File: src/rtl/qracc_psum_accumulator.sv
// rtl/qracc_psum_accumulator.sv - bit-serial shift-accumulate of per-column ADC codes into partial sums
module qracc_psum_accumulator #(
  parameter int numCols      = 32,
  parameter int numAdcBits   = 4,
  parameter int numCfgBits   = 8,
  parameter int accBits      = 16,
  parameter int maxInputBits = 8
) (
  input  logic                          clk,
  input  logic                          nrst,
  input  logic [numCfgBits-1:0]         n_input_bits_cfg,
  input  logic                          binary_cfg,
  input  logic [numCols*numAdcBits-1:0] adc_out_i,
  input  logic                          adc_valid_i,
  output logic                          adc_ready_o,
  output logic [numCols*accBits-1:0]    psum_o,
  output logic                          psum_valid_o,
  input  logic                          psum_ready_i,
  output logic                          busy_o
);

  localparam int PW = $clog2(maxInputBits + 1);

  typedef enum logic [1:0] {S_IDLE, S_ACC, S_OUT} state_t;

  state_t             state;
  logic [PW-1:0]      plane;
  logic [PW-1:0]      last_plane;
  logic               binary_q;
  logic [accBits-1:0] acc      [numCols];
  logic [accBits-1:0] term     [numCols];
  logic [accBits-1:0] next_acc [numCols];

  logic [PW-1:0] cfg_last_plane;
  logic [PW-1:0] cur_plane;
  logic [PW-1:0] cur_last;
  logic          cur_binary;
  logic          is_last;
  logic          negate;

  // Index of the final plane after clamping the requested count into 1..maxInputBits.
  always_comb begin
    cfg_last_plane = PW'(maxInputBits - 1);
    if (n_input_bits_cfg == '0) begin
      cfg_last_plane = '0;
    end else if (int'(n_input_bits_cfg) <= maxInputBits) begin
      cfg_last_plane = PW'(n_input_bits_cfg - 1'b1);
    end
  end

  // In S_IDLE the incoming beat is plane 0 and uses the live config; afterwards the latched copy.
  always_comb begin
    cur_plane  = (state == S_IDLE) ? '0 : plane;
    cur_last   = (state == S_IDLE) ? cfg_last_plane : last_plane;
    cur_binary = (state == S_IDLE) ? binary_cfg : binary_q;
    is_last    = (cur_plane == cur_last);
    negate     = cur_binary & is_last;
  end

  always_comb begin
    for (int k = 0; k < numCols; k++) begin
      term[k] = {{(accBits-numAdcBits){adc_out_i[k*numAdcBits+numAdcBits-1]}},
                 adc_out_i[k*numAdcBits +: numAdcBits]} << cur_plane;
      if (state == S_IDLE) begin
        next_acc[k] = negate ? -term[k] : term[k];
      end else begin
        next_acc[k] = negate ? (acc[k] - term[k]) : (acc[k] + term[k]);
      end
    end
  end

  always_ff @(posedge clk or negedge nrst) begin
    if (!nrst) begin
      state        <= S_IDLE;
      plane        <= '0;
      last_plane   <= '0;
      binary_q     <= 1'b0;
      adc_ready_o  <= 1'b1;
      psum_valid_o <= 1'b0;
      busy_o       <= 1'b0;
      for (int k = 0; k < numCols; k++) begin
        acc[k] <= '0;
      end
    end else begin
      case (state)
        S_IDLE, S_ACC: begin
          if (adc_valid_i) begin
            acc <= next_acc;
            if (state == S_IDLE) begin
              last_plane <= cfg_last_plane;
              binary_q   <= binary_cfg;
            end
            busy_o <= 1'b1;
            if (is_last) begin
              state        <= S_OUT;
              plane        <= '0;
              adc_ready_o  <= 1'b0;
              psum_valid_o <= 1'b1;
            end else begin
              state <= S_ACC;
              plane <= cur_plane + 1'b1;
            end
          end
        end
        S_OUT: begin
          if (psum_ready_i) begin
            state        <= S_IDLE;
            adc_ready_o  <= 1'b1;
            psum_valid_o <= 1'b0;
            busy_o       <= 1'b0;
          end
        end
        default: begin
          state        <= S_IDLE;
          plane        <= '0;
          adc_ready_o  <= 1'b1;
          psum_valid_o <= 1'b0;
          busy_o       <= 1'b0;
        end
      endcase
    end
  end

  for (genvar k = 0; k < numCols; k++) begin : g_psum
    assign psum_o[k*accBits +: accBits] = acc[k];
  end

endmodule

File: config.mk
export PLATFORM = sky130hd
export DESIGN_NAME = qracc_psum_accumulator
export DESIGN_NICKNAME = d
export VERILOG_FILES = /design/src/rtl/qracc_psum_accumulator.sv
export SDC_FILE = /design/constraint.sdc
export NUM_CORES = 2
export LEC_CHECK = 0
export ABC_CLOCK_PERIOD_IN_PS = 6690
export BUFFER_PORTS_ARGS = -buffer_cell sky130_fd_sc_hd__buf_2
export CAP_MARGIN = 15
export CORE_ASPECT_RATIO = 0.9
export CORE_MARGIN = 5
export CORE_UTILIZATION = 40
export DETAILED_ROUTE_END_ITERATION = 16
export HOLD_SLACK_MARGIN = 0.06
export PLACE_DENSITY = 0.66
export SYNTH_ARGS = -nofsm -noshare
export SYNTH_HDL_FRONTEND = slang
export SYNTH_SLANG_ARGS = --single-unit
File: constraint.sdc
create_clock -name clk -period 6.69 [get_ports clk]
set_input_delay 0.3345 -clock clk [delete_from_list [all_inputs] [get_ports clk]]
set_output_delay 0.3345 -clock clk [all_outputs]
set_load 0.02 [all_outputs]
After elaboration in Yosys (flattened, before gate mapping). Index checks and enable logic that the tools add are counted.

Input port bits: 141. Output and inout port bits: 515. Register bits after elaboration: 526.

Reductions and logical operators: 7. $lt $le $gt $ge: 1. $add $sub $neg: 98. Shift-type cells: 32. Eq/ne operators: 6. Bitwise operators: 2. Multiplexer cells: 118.

Operator list (count): 16-bit 2-to-1 mux (96); 16-bit adder (32); 16-bit negator (32); 16-bit by 4-bit left shift with 16-bit output (32); 16-bit subtractor (32); 4-bit 2-to-1 mux (6); 8-bit by 4-bit less-or-equal comparator with 1-bit output, second input constant (1); 8-bit logical NOT (1); 1-bit 2-to-1 mux (8); 4-bit one-hot mux with 2 select lines (1); 2-bit 2-to-1 mux (3); 2-bit != test, second input constant (3); 1-bit one-hot mux with 2 select lines (3); 2-bit AND reduction (3); 4-bit by 1-bit adder with 4-bit output, second input constant (1); 4-bit equality test (1); 2-bit one-hot mux with 2 select lines (1); 4-bit by 1-bit subtractor with 4-bit output, second input constant (1); 3-bit AND reduction (1); 2-bit by 1-bit equality test with 1-bit output, second input constant (1); 2-bit equality test, second input constant (1); 2-bit logical NOT (1); 2-bit OR reduction (1); 1-bit bitwise AND (1); 1-bit NOT (1).

Longest topological paths before layout.
Word-level depth: 8. Gate-level depth with buffers: 29. Depth with buffers taken out: 22.

Worst setup path before layout. Ideal clock, no wire load.

Path kind: register to register. Start point: register state[1]. End point: register acc, in the netlist psum_o[127]. Setup slack: 1.173 ns. Data required time: 6.548 ns. Clock period less this slack: 5.517 ns. Path buffers: 7. Stages on the path, launching flop included: 25. Setup time: 0.142 ns. Data arrival time: 5.375 ns. Path through: dfrtp_1 -> buf_4 -> nor2_2 -> clkbuf_1 -> buf_1 -> mux2i_1 -> or2_2 -> buf_2 -> buf_1 -> clkbuf_1 -> clkbuf_1 -> nand2_1 -> o21ai_0 -> inv_1 -> ha_1 -> nor2b_1 -> o31a_1 -> o41ai_1 -> o21ai_0 -> o41ai_1 -> o21ai_0 -> a31oi_1 -> xnor2_1 -> a21oi_1 -> a2bb2oi_1.

Cells in the longest elaborated chain, start to end: 6.

RTL lines: start, declared (RTL line 26) `state_t state;`; start signal, assigned (RTL line 74) `state <= S_IDLE;`; start signal, assigned (RTL line 95) `state <= S_OUT;`; start signal, assigned (RTL line 100) `state <= S_ACC;`; 2-bit logical NOT; 4-bit 2-to-1 mux, on equally long branches; 16-bit by 4-bit left shift with 16-bit output or 4-bit equality test (tied branches) (RTL line 62, 56); 16-bit adder, or another cell as far along (RTL line 67) `next_acc[k] = negate ? (acc[k] - term[k]) : (acc[k] + term[k]);`; 16-bit 2-to-1 mux, on equally long branches (RTL line 67, 65); 16-bit 2-to-1 mux (RTL line 64) `if (state == S_IDLE) begin`; end signal, assigned (RTL line 88) `acc <= next_acc;`; end, declared (RTL line 30) `logic [accBits-1:0] acc [numCols];`.

Several ways; a longest one is shown, not always the timed one. A chain may end at the register's enable or synchronous reset.

Final worst setup path.
Start point: register state[1]. End point: register acc, in the netlist psum_o[159].

The elaborated chain is that of the path after synthesis.

==> reports/results.ini <==
[routing]
drt_first_iter_violations = 8807
residual_drc = 0
routed.top_layer = met5
vias_per_cell = 6.282
final_routed_wirelength_um = 291600
final_antenna_net_count = 0
wire_per_inst_um = 25.31
dr_wl_met2_um = 124000
detailedRoute.firstPassIterationCount = 10
wl_met3_um = 29050
number_of_vias_in_the_routed_layout = 72374
m1WireLength_um = 115700

[finish]
finalInstanceArea_mm2 = 0.07477
layoutNonFillerInstCount = 11520
final_net_count = 9845
drive_gt1_share_pct = 12.97
syn_to_final_growth_pct = 12.94

[floorplan]
die_boundary_height_um = 396.0
core.rowCount = 141
starting_utilization_of_the_core_area_pct = 40.26
floorplan.io_pins = 656
design.die.area_mm2 = 0.1738
die_x_um = 438.8
design.core.area_mm2 = 0.1644

[clocking]
htree_levels = 3
clock-root-buffer = sky130_fd_sc_hd__clkbuf_16
clk_latency_ns = 0.74
cts_tree = done
cts.repair_timing.setup_buffer_count = 0
numCtsBuffers = 76
cts-root-to-sink-buffers = 3
cts.sink_count = 526
clk_transition_reported_paths_ns = 0.06

[critical_path]
critical_path.slowest_cell = sky130_fd_sc_hd__nand2_1
regToRegSetupSlack_ns = 0.50
crit-reg2reg-capture = psum_o[159]
critPathTopFamily = compound AO/OA/AOI/OAI gates
critical_path.cell_chain = o21ai_4, inv_4, nand2_1, o32ai_1, a2111oi_2, a41oi_1, o32ai_1, a22oi_1, ha_1, and3_1, a21oi_1, o21ai_0, o41ai_1, o21ai_0, a31oi_1, xnor2_1, a21oi_1, a2bb2oi_1
worst_setup_path_end_kind = flop
ff2ff_path_depth = 18
criticalPathCategory = reg -> reg
timing.critical_path.fanout_max = 28
worst_setup_path_startpoint = state[1]
critPathArrivalTime_ns = 6.79
cp.required_ns = 7.28
worst_r2r_startpoint = state[1]
sort_of_element_at_the_start_of_the_critical_path = flop
cp_num_buf_inv = 1
critical-path-max-stage-delay_ns = 0.75
worstSetupPathDepth = 18

[global_routing]
grt_start_max_net_pins = 150
wire_length_of_the_first_global_routing_pass_um = 429200
antenna_violations_before_repair = 95
grt_overflow_total = 0
grt_util_all_layers_pct = 31.88
vias_in_the_first_global_route = 67215

[job]
max_cap_violations = 0

[timing]
achievable-frequency_ghz = 0.1615
final_hold_violation_count = 0
final.min_clock_period_ns = 6.193
timing.clock.skew_ns = 0.04307
worst_pin_slew_ns = 1.315
setup-violations-final = 0
slew_headroom_pct = 11.24
drv_slew = 0
fin_tns_setup_ns = 0
fin_crit_sh_pct = 92.57
rsz_0062_raised_after_global_routing = no

[yosys]
synth_enable_flop_cells = 0
netlist-cell-type-count = 111
ys_dominant_reg_cell = sky130_fd_sc_hd__dfrtp_1
syn_area_mm2 = 0.06620
yosysSeqAreaShare_pct = 19.88
async_reset_ff_share_pct = 100.0
ys_ff_latch = 526
synthesis_warnings = 0
synth_cells = 8810
synth_area_per_cell_um2 = 7.515
synth.net_count = 9498

[placed_design]
place.detailed.hpwl_um = 209900
dpl-instance-area_mm2 = 0.07167
place_congestion = 0.9538
port-buffer-count = 655
placed_cells_incl_taps = 11267

[min_path]
hold_wc_path_type = in -> reg
worstHoldStart = n_input_bits_cfg[6]
min_delay_path_depth = 5
worstHoldEndpoint = last_plane[3]

[status]
status = finished clean

area by class of cell:
type                       count  area [um^2]
multi-input combinational   7416        49800
tap                         2216         2773
clock inverter                34        402.9
fill                       16414        89650
timing repair buffer         850         5112
inverter                     287         1085
clock buffer                 101         2200
antenna                       90        225.2
sequential                   526        13180
metal layers:
metal	up-vias	GRT usage (%)
met3	907	7.146
met1	34431	40.80
li1	32911	-
met2	4123	47.54
met4	2	22.26
met5	-	0
placed cells by master, fill, tap and decap left out, types with 80 or more instances in the layout:
master,count
sky130_fd_sc_hd__a211oi_1,137
sky130_fd_sc_hd__inv_1,283
sky130_fd_sc_hd__nor3_1,192
sky130_fd_sc_hd__o31ai_1,91
sky130_fd_sc_hd__xnor2_1,516
sky130_fd_sc_hd__xor2_1,380
sky130_fd_sc_hd__mux2i_1,109
sky130_fd_sc_hd__buf_2,654
sky130_fd_sc_hd__a31oi_1,104
sky130_fd_sc_hd__nor2b_1,127
sky130_fd_sc_hd__a21oi_1,753
sky130_fd_sc_hd__o21ai_0,773
sky130_fd_sc_hd__nand3_1,156
sky130_fd_sc_hd__nor2_1,840
sky130_fd_sc_hd__o22ai_1,88
sky130_fd_sc_hd__a221o_1,122
sky130_fd_sc_hd__buf_4,143
sky130_fd_sc_hd__ha_1,515
sky130_fd_sc_hd__a21o_1,142
sky130_fd_sc_hd__nand2b_1,80
sky130_fd_sc_hd__dfrtp_1,520
sky130_fd_sc_hd__o211ai_1,92
sky130_fd_sc_hd__diode_2,90
sky130_fd_sc_hd__nand2_1,931
state kept, by name (all words and copies together) (netlist names):
register / count
psum_o: 512
last_plane: 4
plane: 4
state: 2
adc_ready_o: 1
binary_q: 1
busy_o: 1
psum_valid_o: 1
what timing repair did:
item                       in CTS  in global routing
hold endpoints to repair       85                  0
gates resized for setup         0                  0
setup endpoints to repair       0                  0
hold buffers                   28                  0
worst min-delay path: cells and delay by family:
kind / cells / cell delay [ns]
AOI/OAI and AO/OA: 1 / 0.08
buffers and inverters: 2 / 0.23
and+or+nand+nor: 2 / 0.15
stage by stage:
stage               setup WS, ns  utilization (%)  hold slack [ns]
finish                    0.4972            45.48          0.09023
global route              0.1893            45.46           0.1192
detailed placement        0.7498            43.59           0.3258
global placement          0.8993            43.58           0.3237
CTS                       0.6846            45.34          0.06103
floorplan                  1.173                -          0.03891
cell families after synthesis:
group           count (synthesis)  share of synthesized area (%)
compound gates               3060                          30.49
xor+xnor                      896                          11.85
fa+ha+maj                     548                          10.72
buf+inv                       868                          5.326
flops                         526                          19.88
mux                           150                          2.720
simple gates                 2762                          19.01
worst max-delay path by stage:
stage / endpoint / slack (ns)
2_1_floorplan: psum_o[127] / 1.17
3_3_place_gp: psum_o[159] / 0.90
3_5_place_dp: psum_o[159] / 0.75
4_1_cts: psum_o[159] / 0.68
5_1_grt: psum_o[159] / 0.19
6_report: psum_o[159] / 0.50
synthesized netlist by cell type, drive strengths merged, types with 196 or more instances:
| library cell | n | area, um^2 |
|---|---|---|
| nand2 | 938 | 3521 |
| nor2 | 851 | 3202 |
| o21ai | 786 | 3960 |
| a21oi | 754 | 3777 |
| dfrtp | 525 | 13140 |
| xnor2 | 516 | 4519 |
| ha | 515 | 6444 |
| xor2 | 380 | 3328 |
| clkbuf | 368 | 1386 |
| inv | 286 | 1076 |
| buf | 213 | 1060 |
| nor3 | 196 | 990.9 |
Power is not shown: default switching activity piles up to over one toggle a cycle in this logic, so the estimate is an artifact.
